==> src/rtl/compute_ip_arbiter_pkg.sv <==
// Shared types for the compute IP arbiter: FSM states and sticky error bit positions.
package compute_ip_arbiter_pkg;

    typedef enum logic {
        ARB_IDLE = 1'b0,
        ARB_WAIT = 1'b1
    } ArbState_t;

    typedef enum logic [1:0] {
        ARB_ERR_OVERRUN  = 2'd0,
        ARB_ERR_TIMEOUT  = 2'd1,
        ARB_ERR_SPURIOUS = 2'd2
    } ArbErr_t;

    localparam int ARB_ERR_W = 3;

endpackage

==> src/rtl/counter.sv <==
// Generic up-counter with synchronous clear and enable.
// MODE 0 saturates at all-ones, any other MODE wraps.
module counter #(
    parameter int WIDTH = 8,
    parameter int MODE  = 0
) (
    input  logic             clk,
    input  logic             rst_n,
    input  logic             clr,
    input  logic             en,
    output logic [WIDTH-1:0] count
);

    always_ff @(posedge clk or negedge rst_n) begin
        if (!rst_n) begin
            count <= '0;
        end else if (clr) begin
            count <= '0;
        end else if (en) begin
            if (MODE == 0 && count == {WIDTH{1'b1}}) begin
                count <= count;
            end else begin
                count <= count + 1'b1;
            end
        end
    end

endmodule

==> src/rtl/rr_pick.sv <==
// Round-robin selector: first pending channel strictly after last_grant, wrapping.
module rr_pick #(
    parameter int NUM_REQ = 3,
    parameter int IDX_W   = $clog2(NUM_REQ)
) (
    input  logic [NUM_REQ-1:0] pending,
    input  logic [IDX_W-1:0]   last_grant,
    output logic [NUM_REQ-1:0] grant,
    output logic [IDX_W-1:0]   grant_idx
);

    int cand;

    // Scan from the farthest candidate back to the nearest so the nearest pending wins.
    always_comb begin
        grant     = '0;
        grant_idx = '0;
        cand      = 0;
        for (int k = NUM_REQ; k >= 1; k--) begin
            cand = (int'(last_grant) + k) % NUM_REQ;
            if (pending[IDX_W'(cand)]) begin
                grant                = '0;
                grant[IDX_W'(cand)]  = 1'b1;
                grant_idx            = IDX_W'(cand);
            end
        end
    end

endmodule

==> src/rtl/compute_ip_arbiter.sv <==
// Round-robin arbiter sharing one non-pipelined compute IP among NUM_REQ channels,
// with per-channel operand capture, result routing and sticky error detection.
module compute_ip_arbiter
    import compute_ip_arbiter_pkg::*;
#(
    parameter int NUM_REQ     = 3,
    parameter int DATA_W      = 22,
    parameter int TIMEOUT_CYC = 255
) (
    input  logic                      clk,
    input  logic                      rst_n,
    input  logic [NUM_REQ-1:0]        req_start,
    input  logic [NUM_REQ*DATA_W-1:0] req_in_1,
    input  logic [NUM_REQ*DATA_W-1:0] req_in_2,
    output logic [NUM_REQ-1:0]        req_busy,
    output logic [NUM_REQ-1:0]        req_done,
    output logic [DATA_W-1:0]         req_out,
    output logic                      ip_start,
    output logic [DATA_W-1:0]         ip_in_1,
    output logic [DATA_W-1:0]         ip_in_2,
    input  logic                      ip_busy,
    input  logic                      ip_done,
    input  logic [DATA_W-1:0]         ip_out,
    input  logic                      err_clr,
    output logic [ARB_ERR_W-1:0]      err
);

    localparam int IDX_W = $clog2(NUM_REQ);
    localparam int WD_W  = $clog2(TIMEOUT_CYC + 1);

    // Handshake: req_start/ip_start/ip_done/req_done are single-cycle pulses with no
    // back-pressure; a channel owns one slot, so a start is only legal while its busy is low,
    // and the IP is only started while ip_busy is low.

    ArbState_t                state;
    logic [IDX_W-1:0]         last_grant;
    logic [IDX_W-1:0]         owner;
    logic [NUM_REQ-1:0]       pending;
    logic [DATA_W-1:0]        op1 [NUM_REQ];
    logic [DATA_W-1:0]        op2 [NUM_REQ];

    logic [NUM_REQ-1:0]       pick_grant;
    logic [IDX_W-1:0]         pick_idx;
    logic [WD_W-1:0]          wd_count;

    logic                     issue;
    logic                     wd_expired;
    logic                     finish;
    logic [NUM_REQ-1:0]       finish_mask;
    logic [NUM_REQ-1:0]       accept;
    logic [ARB_ERR_W-1:0]     err_set;

    rr_pick #(
        .NUM_REQ (NUM_REQ),
        .IDX_W   (IDX_W)
    ) u_rr_pick (
        .pending    (pending),
        .last_grant (last_grant),
        .grant      (pick_grant),
        .grant_idx  (pick_idx)
    );

    counter #(
        .WIDTH (WD_W),
        .MODE  (0)
    ) u_watchdog (
        .clk   (clk),
        .rst_n (rst_n),
        .clr   (issue),
        .en    (state == ARB_WAIT),
        .count (wd_count)
    );

    // A channel whose op finishes this cycle may be re-armed by a start in the same cycle.
    always_comb begin
        issue       = (state == ARB_IDLE) && (|pick_grant) && !ip_busy;
        wd_expired  = (wd_count == WD_W'(TIMEOUT_CYC - 1));
        finish      = (state == ARB_WAIT) && (ip_done || wd_expired);
        finish_mask = finish ? (NUM_REQ'(1) << owner) : '0;
        accept      = req_start & (~pending | finish_mask);
        err_set     = '0;
        err_set[ARB_ERR_OVERRUN]  = |(req_start & pending & ~finish_mask);
        err_set[ARB_ERR_TIMEOUT]  = (state == ARB_WAIT) && !ip_done && wd_expired;
        err_set[ARB_ERR_SPURIOUS] = (state == ARB_IDLE) && ip_done;
    end

    assign req_busy = pending;

    always_ff @(posedge clk or negedge rst_n) begin
        if (!rst_n) begin
            state      <= ARB_IDLE;
            last_grant <= IDX_W'(NUM_REQ - 1);
            owner      <= '0;
            pending    <= '0;
            req_done   <= '0;
            req_out    <= '0;
            ip_start   <= 1'b0;
            ip_in_1    <= '0;
            ip_in_2    <= '0;
            err        <= '0;
            for (int i = 0; i < NUM_REQ; i++) begin
                op1[i] <= '0;
                op2[i] <= '0;
            end
        end else begin
            req_done <= '0;
            ip_start <= 1'b0;
            pending  <= (pending & ~finish_mask) | accept;
            err      <= err_clr ? '0 : (err | err_set);

            for (int i = 0; i < NUM_REQ; i++) begin
                if (accept[i]) begin
                    op1[i] <= req_in_1[i*DATA_W +: DATA_W];
                    op2[i] <= req_in_2[i*DATA_W +: DATA_W];
                end
            end

            case (state)
                ARB_IDLE: begin
                    if (issue) begin
                        ip_in_1  <= op1[pick_idx];
                        ip_in_2  <= op2[pick_idx];
                        ip_start <= 1'b1;
                        owner    <= pick_idx;
                        state    <= ARB_WAIT;
                    end
                end
                ARB_WAIT: begin
                    if (ip_done) begin
                        req_out         <= ip_out;
                        req_done[owner] <= 1'b1;
                        last_grant      <= owner;
                        state           <= ARB_IDLE;
                    end else if (wd_expired) begin
                        req_out         <= '0;
                        req_done[owner] <= 1'b1;
                        last_grant      <= owner;
                        state           <= ARB_IDLE;
                    end
                end
                default: state <= ARB_IDLE;
            endcase
        end
    end

endmodule

==> config.mk <==
export PLATFORM = sky130hd
export DESIGN_NAME = compute_ip_arbiter
export DESIGN_NICKNAME = d
export VERILOG_FILES = /design/src/rtl/compute_ip_arbiter_pkg.sv /design/src/rtl/counter.sv /design/src/rtl/rr_pick.sv /design/src/rtl/compute_ip_arbiter.sv
export SDC_FILE = /design/constraint.sdc
export NUM_CORES = 1
export LEC_CHECK = 0
export ABC_AREA = 1
export BUFFER_PORTS_ARGS = -buffer_cell sky130_fd_sc_hd__buf_2
export CORE_MARGIN = 4
export CORE_UTILIZATION = 51
export CTS_CLUSTER_SIZE = 25
export DETAILED_ROUTE_END_ITERATION = 7
export GPL_ROUTABILITY_DRIVEN = 1
export PLACE_DENSITY_LB_ADDON = 0.12
export SLEW_MARGIN = 20
export SYNTH_ARGS = -nofsm -noshare
export SYNTH_HDL_FRONTEND = slang
export SYNTH_SLANG_ARGS = --single-unit
==> constraint.sdc <==
create_clock -name clk -period 3.12 [get_ports clk]
set_clock_uncertainty 0.1 [all_clocks]
set_input_delay 0.312 -clock clk [delete_from_list [all_inputs] [get_ports clk]]
set_output_delay 0.312 -clock clk [all_outputs]
set_load 0.02 [all_outputs]
==> flow_summary.json <==
{
  "yosysSeqAreaShare_pct": 55.0,
  "final_max_slew_viol_count": 0,
  "critical_path_class": "reg -> reg",
  "hp-class": "in -> reg",
  "cts-root-buf": "clkbuf_16",
  "synth.largest_area_cell": "dfrtp_1",
  "via_per_inst": 5.07,
  "routed_wl_um": 30300,
  "grt_pass1_vias": 9754,
  "cts_setup_buffers": 0,
  "core-area_mm2": 0.0195,
  "drv_cap": 0,
  "regArea_mm2": 0.00553,
  "syn_nets": 1428,
  "synth_area_per_cell_um2": 7.98,
  "synthCells": 1260,
  "leakagePower_nw": 7.54,
  "fin_crit_sh_pct": 89.2,
  "final_common_cell": "nand2_1",
  "cp_max_fo": 28,
  "first_pass_iters": 5,
  "comb_power_share_pct": 49.5,
  "insertion_delay_ps": 510,
  "clk_pin_slew_worst_paths_ps": 60,
  "hpwl_um": 17900,
  "finalHoldViolCount": 0,
  "grt_antenna_before_repair": 0,
  "antennaDiodeCount": 0,
  "first_iter_violations": 717,
  "area_growth_pct": 37.2,
  "crit_path_start_kind": "flop",
  "clock-sinks": 221,
  "initial_core_util_pct": 51.7,
  "cts_tree": "done",
  "num-nets-final": 1799,
  "multi_input_area_mm2": 0.00372,
  "mostFrequentLayoutCells": "444 x nand2_1, 236 x buf_2, 220 x dfrtp_1",
  "swShare_pct": 44.7,
  "grt.total_usage_pct": 27.5,
  "crit_required_ps": 3470,
  "sequentialPowerShare_pct": 31.9,
  "syn_area_mm2": 0.0101,
  "worstMarginPinSlew_ps": 637,
  "power.switching_mw": 6.71,
  "max_freq_ghz": 0.359,
  "numCtsBuffers": 24,
  "route.antenna.remaining_nets": 0,
  "critPathMostFrequentCell": "nand2_1",
  "p_per_area_mw_per_mm2": 1090,
  "fillers": 1481,
  "grt_max_degree": 84,
  "pwr-share-clk_pct": 18.5,
  "critical_path.endpoint_type": "flop",
  "drive_gt1_share_pct": 19.2,
  "rsz0062_at_grt": "false",
  "synth_seq_cells": 221,
  "dieArea_mm2": 0.0220,
  "yosysTopAreaCellShare_pct": 54.7,
  "setup_viol": 0,
  "fin_crit_ps": 2780,
  "grt_first_pass_wirelength_um": 49400,
  "gp_congestion": 0.847,
  "outcome": "completed",
  "critPathMaxStageDelay_ps": 370,
  "drc": 0,
  "irDropWorstVdd_uv": 689,
  "synthTopCellsByArea": "dfrtp_1 55%, nand2_1 17%, nand3_1 8.1%",
  "rows": 51,
  "clock_path_buffers": 3,
  "cp.arrival_ps": 3130,
  "die_w_um": 148,
  "intPower_mw": 8.32,
  "ys.warnings.count": 0,
  "grt_overflow_total": 0,
  "cp_slowest_cell": "dfrtp_1",
  "relSlewSlack_pct": 57.6,
  "ios": 238,
  "cts_max_level": 1,
  "setup_tns_ps": 0,
  "synth_cell_types": 30,
  "avgRoutedWirePerCell_um": 15.8,
  "crit_chain": "inv_1, ha_1, inv_2, nand2_1, nand2_1, nand2_1, nand2_1, nand2_2, nand2_4, nand2_2, buf_12, nand2_1, nand3_1, nand2_1, nand2_1, nand2_1",
  "vias": 9694,
  "cts.repair.resized": 0,
  "chipHeight_um": 148,
  "finalInstanceArea_mm2": 0.0138,
  "io_buffers": 237,
  "placed_cell_area_mm2": 0.0115
}
==> repair_timing <==
item                                   CTS  global route
setup endpoints to repair                0             0
hold buffers                           157             0
endpoints found under the hold margin  237             0
==> final timing paths <==
path                                  to  cells past startpoint  slack, ps     startpoint
max reg2reg                  ip_in_1[20]                     16        340  last_grant[0]
min reg2reg                   req_out[6]                      2        360     req_out[6]
max in group asynchronous  last_grant[1]                      3       1860          rst_n
min in group asynchronous     ip_in_2[5]                      2        300          rst_n
max                          ip_in_1[20]                     16        340  last_grant[0]
min                               op2[1]                      3          6   req_in_2[45]
==> critical path, delay by kind of cell, from the launching register on <==
kind	cells	cell delay [ps]
AND/OR/NAND/NOR	12	1390
flip-flops	1	370
buffers and inverters	3	500
adder cells (fa/ha/maj)	1	360
==> registers in the layout (all words and copies together) (netlist names), 3 cells and up <==
register,cells
err,3
req_out,22
op1,66
ip_in_1,22
req_done,3
op2,66
ip_in_2,22
req_busy,3
u_watchdog.count,8
==> kinds of logic after synthesis <==
logic type                 count (synthesis)  share of synthesized area (%)
buffers and inverters                    186                           8.22
xor gates and xnor gates                   6                          0.522
adders and majority gates                  6                          0.746
DFF                                      221                           55.0
AOI/OAI and AO/OA                        102                           5.34
and+or+nand+nor                          739                           30.2
==> per-layer routing <==
metal  up-vias  part of all wire [%]  global-route usage, %
met2       409                    47                   46.1
met3        68                   8.0                   4.51
li1       4657                     -                      -
met1      4560                    42                   37.0
met5         -                     0                      0
met4         0                   2.7                   8.22
==> per-stage QoR <==
| stage | power, mW | utilization, % | setup WS [ps] | instances | hold WS (ps) |
|---|---|---|---|---|---|
| 2_1_floorplan | 9.96 | - | 947 | 1260 | -83.6 |
| 3_3_place_gp | 11.9 | 58.9 | 473 | 1713 | 266 |
| 3_5_place_dp | 12.1 | 58.9 | 391 | 1713 | 262 |
| 4_1_cts | 15.0 | 70.9 | 374 | 1912 | 7.45 |
| 5_1_grt | 16.2 | 70.9 | 121 | 1912 | 26.6 |
| 6_report | 15.0 | 70.9 | 338 | 1912 | 6.05 |
==> cell usage after synthesis <==
cell type	instances
a21oi_1	92
a21oi_2	1
buf_1	4
buf_2	22
buf_4	5
buf_6	11
clkbuf_1	28
dfrtp_1	220
dfstp_2	1
ha_1	6
inv_1	111
inv_2	5
nand2_1	444
nand2_2	9
nand2_4	1
nand3_1	163
nand4_1	5
nor2_1	112
nor2_2	2
nor2_4	1
nor3_1	1
o21ai_0	4
o21ai_1	1
o21ai_2	1
o21ai_4	1
o21ba_2	1
o31ai_1	1
or2_2	1
xnor2_1	2
xor2_1	4
==> final cells by class <==
cell class                      count  share of cell area, %
Sequential cell                   221                   40.1
Multi-Input combinational cell    853                   26.9
Timing Repair Buffer              415                   21.8
Clock buffer                       40                   5.52
Inverter                          116                   3.15
Tap cell                          265                   2.40
Clock inverter                      2                 0.0906
==> power groups by stage <==
stage	logic (mW)	registers, mW	clock network (mW)
after floorplan	4.74	5.23	0
after global placement	7.11	4.80	0
after detailed placement	7.25	4.82	0
after CTS	7.43	4.79	2.83
after global routing	8.36	4.94	2.94
final	7.45	4.80	2.78
(Power assumes the default switching activity.)
